**src/rtl/i2c_target.sv**
```systemverilog
// I2C target (responder) with filtered SCL/SDA inputs, START/STOP detection,
// 7-bit address match, and byte transfers in both directions. SCL is never
// driven; SDA is only ever pulled low through o_sda_oe.
module i2c_target #(
    parameter logic [6:0] ADDR     = 7'h3C,
    parameter int         FILT_LEN = 3
) (
    input  logic       i_clk,
    input  logic       i_rst,
    input  logic       i_scl_in,
    input  logic       i_sda_in,
    output logic       o_sda_oe,
    output logic [7:0] o_rx_data,
    output logic       o_rx_valid,
    output logic       o_rx_first,
    input  logic [7:0] i_tx_data,
    output logic       o_tx_req,
    output logic       o_addressed,
    output logic       o_stop_det
);

    localparam int CW = (FILT_LEN > 1) ? $clog2(FILT_LEN) : 1;
    localparam logic [CW-1:0] CNT_MAX = CW'(FILT_LEN - 1);

    typedef enum logic [3:0] {
        S_IDLE,
        S_ADDR,
        S_ADDR_END,
        S_ADDR_ACK,
        S_WRITE,
        S_WRITE_END,
        S_WRITE_ACK,
        S_READ,
        S_READ_ACK,
        S_READ_NEXT,
        S_IGNORE
    } state_t;

    logic [1:0]    r_sclSync;
    logic [1:0]    r_sdaSync;
    logic          r_sclFilt;
    logic          r_sdaFilt;
    logic [CW-1:0] r_sclCnt;
    logic [CW-1:0] r_sdaCnt;
    logic          r_sclPrev;
    logic          r_sdaPrev;

    state_t        r_state;
    state_t        w_stateNext;

    logic          r_sdaOe;
    logic [7:0]    r_rxData;
    logic          r_rxValid;
    logic          r_rxFirst;
    logic          r_txReq;
    logic          r_addressed;
    logic          r_stopDet;
    logic [6:0]    r_shift;
    logic [2:0]    r_bitCnt;
    logic          r_firstFlag;
    logic [6:0]    r_txShift;

    logic          w_sdaOeNext;
    logic [7:0]    w_rxDataNext;
    logic          w_rxValidNext;
    logic          w_rxFirstNext;
    logic          w_txReqNext;
    logic          w_addressedNext;
    logic          w_stopDetNext;
    logic [6:0]    w_shiftNext;
    logic [2:0]    w_bitCntNext;
    logic          w_firstFlagNext;
    logic [6:0]    w_txShiftNext;

    logic          w_sclRise;
    logic          w_sclFall;
    logic          w_sdaRise;
    logic          w_sdaFall;
    logic          w_start;
    logic          w_stop;
    logic [7:0]    w_byte;

    // Two-flop synchronisers bring the asynchronous pads into the clock domain; idle bus is high.
    always_ff @(posedge i_clk or posedge i_rst) begin
        if (i_rst) begin
            r_sclSync <= 2'b11;
            r_sdaSync <= 2'b11;
        end else begin
            r_sclSync <= {r_sclSync[0], i_scl_in};
            r_sdaSync <= {r_sdaSync[0], i_sda_in};
        end
    end

    // SCL filter: adopt a new level only after FILT_LEN consecutive samples disagree with the current one.
    always_ff @(posedge i_clk or posedge i_rst) begin
        if (i_rst) begin
            r_sclFilt <= 1'b1;
            r_sclCnt  <= '0;
        end else if (r_sclSync[1] == r_sclFilt) begin
            r_sclCnt  <= '0;
        end else if (r_sclCnt == CNT_MAX) begin
            r_sclFilt <= r_sclSync[1];
            r_sclCnt  <= '0;
        end else begin
            r_sclCnt  <= r_sclCnt + 1'b1;
        end
    end

    // SDA filter: same acceptance rule as SCL so short glitches never reach the FSM.
    always_ff @(posedge i_clk or posedge i_rst) begin
        if (i_rst) begin
            r_sdaFilt <= 1'b1;
            r_sdaCnt  <= '0;
        end else if (r_sdaSync[1] == r_sdaFilt) begin
            r_sdaCnt  <= '0;
        end else if (r_sdaCnt == CNT_MAX) begin
            r_sdaFilt <= r_sdaSync[1];
            r_sdaCnt  <= '0;
        end else begin
            r_sdaCnt  <= r_sdaCnt + 1'b1;
        end
    end

    // Delayed copies of the filtered levels turn level changes into single-cycle edge pulses.
    always_ff @(posedge i_clk or posedge i_rst) begin
        if (i_rst) begin
            r_sclPrev <= 1'b1;
            r_sdaPrev <= 1'b1;
        end else begin
            r_sclPrev <= r_sclFilt;
            r_sdaPrev <= r_sdaFilt;
        end
    end

    assign w_sclRise = r_sclFilt & ~r_sclPrev;
    assign w_sclFall = ~r_sclFilt & r_sclPrev;
    assign w_sdaRise = r_sdaFilt & ~r_sdaPrev;
    assign w_sdaFall = ~r_sdaFilt & r_sdaPrev;
    assign w_start   = w_sdaFall & r_sclFilt;
    assign w_stop    = w_sdaRise & r_sclFilt;
    assign w_byte    = {r_shift, r_sdaFilt};

    // State register for the bus protocol FSM.
    always_ff @(posedge i_clk or posedge i_rst) begin
        if (i_rst) begin
            r_state <= S_IDLE;
        end else begin
            r_state <= w_stateNext;
        end
    end

    // Next-state and datapath decisions; START/STOP override whatever the current state would do.
    always_comb begin
        w_stateNext     = r_state;
        w_sdaOeNext     = r_sdaOe;
        w_rxDataNext    = r_rxData;
        w_rxValidNext   = 1'b0;
        w_rxFirstNext   = 1'b0;
        w_txReqNext     = 1'b0;
        w_addressedNext = r_addressed;
        w_stopDetNext   = 1'b0;
        w_shiftNext     = r_shift;
        w_bitCntNext    = r_bitCnt;
        w_firstFlagNext = r_firstFlag;
        w_txShiftNext   = r_txShift;

        if (w_start) begin
            w_stateNext     = S_ADDR;
            w_bitCntNext    = 3'd0;
            w_addressedNext = 1'b0;
            w_sdaOeNext     = 1'b0;
        end else if (w_stop) begin
            w_stateNext     = S_IDLE;
            w_sdaOeNext     = 1'b0;
            w_addressedNext = 1'b0;
            w_stopDetNext   = 1'b1;
        end else begin
            case (r_state)
                S_ADDR: begin
                    if (w_sclRise) begin
                        w_shiftNext  = w_byte[6:0];
                        w_bitCntNext = r_bitCnt + 3'd1;
                        if (r_bitCnt == 3'd7) begin
                            w_stateNext = (w_byte[7:1] == ADDR) ? S_ADDR_END : S_IGNORE;
                        end
                    end
                end
                S_ADDR_END: begin
                    if (w_sclFall) begin
                        w_sdaOeNext     = 1'b1;
                        w_addressedNext = 1'b1;
                        w_stateNext     = S_ADDR_ACK;
                    end
                end
                S_ADDR_ACK: begin
                    if (w_sclFall) begin
                        w_bitCntNext = 3'd0;
                        if (!r_shift[0]) begin
                            w_sdaOeNext     = 1'b0;
                            w_firstFlagNext = 1'b1;
                            w_stateNext     = S_WRITE;
                        end else begin
                            w_txShiftNext = i_tx_data[6:0];
                            w_txReqNext   = 1'b1;
                            w_sdaOeNext   = ~i_tx_data[7];
                            w_stateNext   = S_READ;
                        end
                    end
                end
                S_WRITE: begin
                    if (w_sclRise) begin
                        w_shiftNext  = w_byte[6:0];
                        w_bitCntNext = r_bitCnt + 3'd1;
                        if (r_bitCnt == 3'd7) begin
                            w_rxDataNext    = w_byte;
                            w_rxValidNext   = 1'b1;
                            w_rxFirstNext   = r_firstFlag;
                            w_firstFlagNext = 1'b0;
                            w_stateNext     = S_WRITE_END;
                        end
                    end
                end
                S_WRITE_END: begin
                    if (w_sclFall) begin
                        w_sdaOeNext = 1'b1;
                        w_stateNext = S_WRITE_ACK;
                    end
                end
                S_WRITE_ACK: begin
                    if (w_sclFall) begin
                        w_sdaOeNext  = 1'b0;
                        w_bitCntNext = 3'd0;
                        w_stateNext  = S_WRITE;
                    end
                end
                S_READ: begin
                    if (w_sclFall) begin
                        if (r_bitCnt == 3'd7) begin
                            w_sdaOeNext  = 1'b0;
                            w_bitCntNext = 3'd0;
                            w_stateNext  = S_READ_ACK;
                        end else begin
                            w_sdaOeNext   = ~r_txShift[6];
                            w_txShiftNext = {r_txShift[5:0], 1'b0};
                            w_bitCntNext  = r_bitCnt + 3'd1;
                        end
                    end
                end
                S_READ_ACK: begin
                    if (w_sclRise) begin
                        if (r_sdaFilt) begin
                            w_addressedNext = 1'b0;
                            w_stateNext     = S_IGNORE;
                        end else begin
                            w_stateNext     = S_READ_NEXT;
                        end
                    end
                end
                S_READ_NEXT: begin
                    if (w_sclFall) begin
                        w_txShiftNext = i_tx_data[6:0];
                        w_txReqNext   = 1'b1;
                        w_sdaOeNext   = ~i_tx_data[7];
                        w_bitCntNext  = 3'd0;
                        w_stateNext   = S_READ;
                    end
                end
                default: begin
                    w_stateNext = r_state;
                end
            endcase
        end
    end

    // Datapath and output registers; reset releases SDA immediately.
    always_ff @(posedge i_clk or posedge i_rst) begin
        if (i_rst) begin
            r_sdaOe     <= 1'b0;
            r_rxData    <= 8'h00;
            r_rxValid   <= 1'b0;
            r_rxFirst   <= 1'b0;
            r_txReq     <= 1'b0;
            r_addressed <= 1'b0;
            r_stopDet   <= 1'b0;
            r_shift     <= 7'h00;
            r_bitCnt    <= 3'd0;
            r_firstFlag <= 1'b0;
            r_txShift   <= 7'h00;
        end else begin
            r_sdaOe     <= w_sdaOeNext;
            r_rxData    <= w_rxDataNext;
            r_rxValid   <= w_rxValidNext;
            r_rxFirst   <= w_rxFirstNext;
            r_txReq     <= w_txReqNext;
            r_addressed <= w_addressedNext;
            r_stopDet   <= w_stopDetNext;
            r_shift     <= w_shiftNext;
            r_bitCnt    <= w_bitCntNext;
            r_firstFlag <= w_firstFlagNext;
            r_txShift   <= w_txShiftNext;
        end
    end

    assign o_sda_oe    = r_sdaOe;
    assign o_rx_data   = r_rxData;
    assign o_rx_valid  = r_rxValid;
    assign o_rx_first  = r_rxFirst;
    assign o_tx_req    = r_txReq;
    assign o_addressed = r_addressed;
    assign o_stop_det  = r_stopDet;

endmodule

```
**config.mk**
```make
export PLATFORM = sky130hd
export DESIGN_NAME = i2c_target
export DESIGN_NICKNAME = d
export VERILOG_FILES = /design/src/rtl/i2c_target.sv
export SDC_FILE = /design/constraint.sdc
export NUM_CORES = 1
export LEC_CHECK = 0
export ABC_AREA = 1
export CAP_MARGIN = 40
export CORE_MARGIN = 2
export CORE_UTILIZATION = 45
export DETAILED_ROUTE_END_ITERATION = 8
export HOLD_SLACK_MARGIN = 0.06
export PLACE_DENSITY = 0.66
export SLEW_MARGIN = 10
export SYNTH_ARGS = -nofsm -noshare
export SYNTH_HDL_FRONTEND = slang
export SYNTH_SLANG_ARGS = --single-unit
```
**constraint.sdc**
```tcl
create_clock -name i_clk -period 2.1 [get_ports i_clk]
set_clock_uncertainty 0.15 [all_clocks]
set_input_delay 0.21 -clock i_clk [delete_from_list [all_inputs] [get_ports i_clk]]
set_output_delay 0.21 -clock i_clk [all_outputs]
set_load 0.05 [all_outputs]
```
Yosys cells after proc, flatten, opt, wreduce, memory -nomap -nowiden
Index checks and enable logic that the tools add are counted.
Widths: inputs -> output; s select.
Storage, ports and cells
  register bits after elaboration: 48
  output and inout bits: 14
  word-level logic and storage cells: 172
Operators by class
  equality and inequality tests: 41
  reductions and logical operators: 19
  add/subtract/negate cells: 3
  bitwise gates (word level): 16
  multiplexer cells: 73
Operators by type and width (count)
  $mux 4: 15
  $ne 4x4->1 const B: 13
  $pmux 4 s9: 1
  $mux 7: 5
  $mux 1: 34
  $pmux 7 s3: 1
  $mux 3: 6
  $ne 2x2->1 const B: 9
  $eq 4x3->1 const B: 4
  $reduce_and 13->1: 1
  $mux 2: 6
  $reduce_bool 11->1: 1
  $not 1->1: 10
  $reduce_and 5->1: 2
  $pmux 3 s3: 1
  $eq 4x2->1 const B: 2
  $eq 4x4->1 const B: 2
  $reduce_and 4->1: 2
  $reduce_and 8->1: 1
  $reduce_bool 4->1: 2
  $eq 7x6->1 const B: 1
  $reduce_and 7->1: 1
  $reduce_bool 7->1: 1
  $and 1x1->1: 6
  17 further kinds: 25

Logic depth before layout (Yosys ltp)
  depth in word-level cells: 7
  depth in mapped cells: 11

Worst setup path before layout
OpenSTA, ideal clock, no wires.
  kind: reg2reg
  from: register r_sclPrev
  to: register r_txShift[1]
  stages on the path, launching flop included: 9
  buffers on the path: 1
  library setup time: 122 ps
  path slack: 396 ps
  arrival time: 1433 ps
  cell sequence: dfstp_2 > inv_1 > nor2_1 > inv_1 > a21oi_2 > nand4_2 > buf_6 > nand2_1 > o21ai_2
Between the ends
  word-level cells in the longest chain between the ends: 3
RTL lines
  start: declaration: line 45  | logic r_sclPrev;
  start signal: assignment: line 130  | r_sclPrev <= r_sclFilt;
  $and 1x1->1 (*): line 136  | assign w_sclFall = ~r_sclFilt & r_sclPrev;
  $ne 2x2->1 (no source line)
  $reduce_and 8->1 (no source line) (*)
  end signal: assignment: line 300  | r_txShift <= w_txShiftNext;
  end: declaration: line 61  | logic [6:0] r_txShift;
Mark *: on every way between the ends. The rest lies on a longest branch, timed or not.
A chain may end at the register's enable or synchronous reset.

Worst setup path after layout
  from: register r_sdaFilt
  to: register r_rxData[6] (netlist: o_rx_data[6])
Between the ends
  word-level cells in the longest chain between the ends: 5
RTL lines
  start: declaration: line 42  | logic r_sdaFilt;
  start signal: assignment: line 117  | r_sdaFilt <= r_sdaSync[1];
  $not 1->1: line 138  | assign w_sdaFall = ~r_sdaFilt & r_sdaPrev;
  $and 1x1->1: line 138
  $and 1x1->1: line 139  | assign w_start = w_sdaFall & r_sclFilt;
  $not 1->1 (no source line)
  $reduce_and 5->1 (no source line) (*)
  end signal: assignment: line 291  | r_rxData <= w_rxDataNext;
  end: declaration: line 52  | logic [7:0] r_rxData;
Marks and branches as above.

==> flow_summary_export.csv <==
group,metric,value,unit
power_and_ir_drop,ir_worst_vdd,0.688,mV
worst_setup_path,max_stage_delay,0.59,ns
cts,cts_sinks,48,
worst_setup_path,cp_common_cell,"nand3_2",
timing,max-slew-margin-rel,0.669,
drt,wl,4980,um
drt,ant_nets,0,
worst_setup_path,endpoint_kind,"flop",
global_routing,grt_pass1_wl,8860,um
cts,numCtsBuffers,5,
finish,drive_gt1_frac,0.139,
cts,post_cts_resized,0,
global_routing,grt.met2_usage,0.296,
finish,finalNonFillerCells,408,
job,cap_violations,0,
floorplanning,ioPinCount,26,
cts,cts_htree_levels,2,
timing,final-setup-viol-count,0,
cts,post_cts.repair.setup_buffers,0,
power_and_ir_drop,leakage,1.49,nW
floorplanning,die-area,6060,um^2
timing,worst_slew_pin_slew,0.495,ns
timing,fin_setup_tns,0,ns
drt,dr_total_vias,2070,
worst_setup_path,slowest_stage,"dfstp_2",
drt,drt-wirelength-per-cell,12.2,um
worst_setup_path,crit_type,"flop to flop",
logic_synthesis,syn_area,2450,um^2
timing,hold_viol_final,0,
worst_setup_path,cp_data_arrival_time,2.03,ns
logic_synthesis,netlist_instances,303,
global_routing,gr-total-overflow,0,
global_routing,met1_usage,0.247,
worst_setup_path,worstPathRequired,2.16,ns
placed_design,port_buffers,25,
floorplanning,start_util,0.475,
placed_design,hpwl,3810,um
global_routing,grtUsageMet3,0.0360,
global_routing,grt_max_degree,26,
logic_synthesis,synth.distinct_cells,27,
logic_synthesis,ys_warn_count,0,
drt,drt_iter0_markers,167,
floorplanning,die_h,77.9,um
timing,timing.hold.ws,0.0854,ns
cts,cts_buffer_depth,2,
finish,fillers,464,
placed_design,dp_cells,400,
drt,viasPerCell,5.07,
timing,rsz0062_at_grt,"yes",
worst_setup_path,cp_max_fo,17,
finish,final_area,2940,um^2
finish,fin_nets,351,
timing,max_freq,509,MHz
power_and_ir_drop,p_per_area,1340,nW/um^2
worst_setup_path,crit_path_cell_trace,"inv_1 -> nand3_2 -> nand2_2 -> nor2_1 -> nand3_2 -> o21ai_0",
logic_synthesis,ys_ff_latch,48,
floorplanning,core,5170,um^2
hold_path,hp-class,"input port to asynchronous set/reset pin",
cts,ctsRootBufferMaster,"clkbuf_8",
global_routing,grt_use_total,0.182,
drt,drt_pass1_iterations,4,
floorplanning,rows,26,
logic_synthesis,syn_avg_cell_area,8.10,um^2
logic_synthesis,syn_nets,317,
logic_synthesis,yosysSeqAreaShare,0.493,
cts,postCtsHoldBufs,0,
timing,drv_slew,0,
outcome,outcome,"finished, final reports clean",
placed_design,gp_congestion,0.932,
worst_setup_path,worstSetupStartpointType,"flop",
drt,drc,0,
finish,multi_input_area,1090,um^2
cts,insertion_delay,0.30,ns
finish,areaGrowthSynthToFinish,19.8,%
global_routing,antenna_found_initial,0,
global_routing,grt_pass1_vias,1984,
timing,final.min_clock_period,1.96,ns
floorplanning,die_x,77.9,um
cts,clk_pin_slew,0.09,ns
cts,cts_tree,"done",
finish,final-seq-area,1210,um^2
timing,post-route-period-util,0.936,
finish,antenna_cells,0,
placed_design,place_area,2820,um^2
global_routing,grt-busiest-layer,"met2",
==> layer usage <==
layer  part of all wire  up-vias  wire [um]
li1                   -     1047          -
met1               0.47      962       2330
met2               0.48       55       2370
met3              0.043        6        214
met4              0.013        0         63
met5                  0        -          0
==> registers in the layout (all words and copies together), names as in the netlist, 2 cells and up <==
register	flops
o_rx_data	8
r_bitCnt	3
r_sclCnt	2
r_sclSync	2
r_sdaCnt	2
r_sdaSync	2
r_shift	7
r_state	4
r_txShift	7
==> worst paths after layout <==
| path | depth (start not counted) | slack, ns | to | start |
|---|---|---|---|---|
| max in group asynchronous | 3 | 1.14 | r_bitCnt[0]$_DFFE_PP0P_ | i_rst |
| min | 2 | 0.09 | o_rx_data[5]$_DFFE_PP0P_ | i_rst |
| max | 6 | 0.14 | o_rx_data[6]$_DFFE_PP0P_ | r_sdaFilt$_DFFE_PP1P_ |
| max reg2reg | 6 | 0.14 | o_rx_data[6]$_DFFE_PP0P_ | r_sdaFilt$_DFFE_PP1P_ |
| min in group i_clk | 1 | 0.15 | r_sclSync[0]$_DFF_PP1_ | i_scl_in |
| min reg2reg | 0 | 0.21 | r_sdaSync[1]$_DFF_PP1_ | r_sdaSync[0]$_DFF_PP1_ |
==> layout make-up <==
type / instances / share of cell area
inverter: 34 / 0.0434
multi-input combinational: 217 / 0.371
clock inverter: 3 / 0.0162
timing repair buffer: 31 / 0.105
clock buffer: 5 / 0.0234
sequential: 48 / 0.412
tap: 70 / 0.0298
==> through the flow <==
step | power [mW] | util | setup WS [ns]
floorplan | 2.82 | - | 0.396
global placement | 3.25 | 0.546 | 0.187
detailed placement | 3.28 | 0.546 | 0.150
CTS | 3.96 | 0.568 | 0.108
global route | 4.29 | 0.568 | -0.0756
finish | 3.94 | 0.568 | 0.135
==> worst max-delay path, delay by kind of cell (launching register included) <==
kind	cells	cell delay (ns)
simple gates	4	0.73
flops	1	0.59
compound gates	1	0.29
buf+inv	1	0.13
==> synth_stat cells (all sizes together) <==
master    n  area share
o21ai    31       0.072
nor3      8       0.016
o2111ai   1      0.0036
xnor2     2      0.0071
dfstp     8       0.086
dfrtp    40        0.41
inv      34       0.052
nand2    90        0.14
o211ai    3      0.0092
nor2     40       0.068
buf       4       0.011
mux2i     7       0.029
nand3    20       0.049
nand4     8       0.023
a21oi     5       0.012
ha        2       0.010
==> power breakdown <==
group	total (mW)	leakage [nW]	switching (mW)	internal (mW)
Combinational	1.82	0.817	1.17	0.646
Clock	0.671	0.0583	0.312	0.358
Sequential	1.45	0.611	0.228	1.22
Total	3.94	1.49	1.71	2.23
==> layout by cell type, fill, tap and decap left out, drive strengths merged, types with 8 or more instances in the layout <==
| master | n |
|---|---|
| inv | 34 |
| nand2 | 90 |
| nor3 | 8 |
| dfstp | 8 |
| dfrtp | 40 |
| nor2 | 40 |
| nand4 | 8 |
| clkdlybuf4s50 | 25 |
| o21ai | 31 |
| nand3 | 20 |
==> kinds of logic (layout without fill, tap and decap cells) <==
logic type | count (synthesis) | in the layout | share of synthesized area
simple gates | 166 | 166 | 0.301
flops | 48 | 48 | 0.493
compound gates | 40 | 40 | 0.0968
buf+inv | 38 | 73 | 0.0627
mux | 7 | 7 | 0.0285
fa+ha+maj | 2 | 2 | 0.0102
xor+xnor | 2 | 2 | 0.00714
Note: power is estimated with default switching activity, not from simulation.
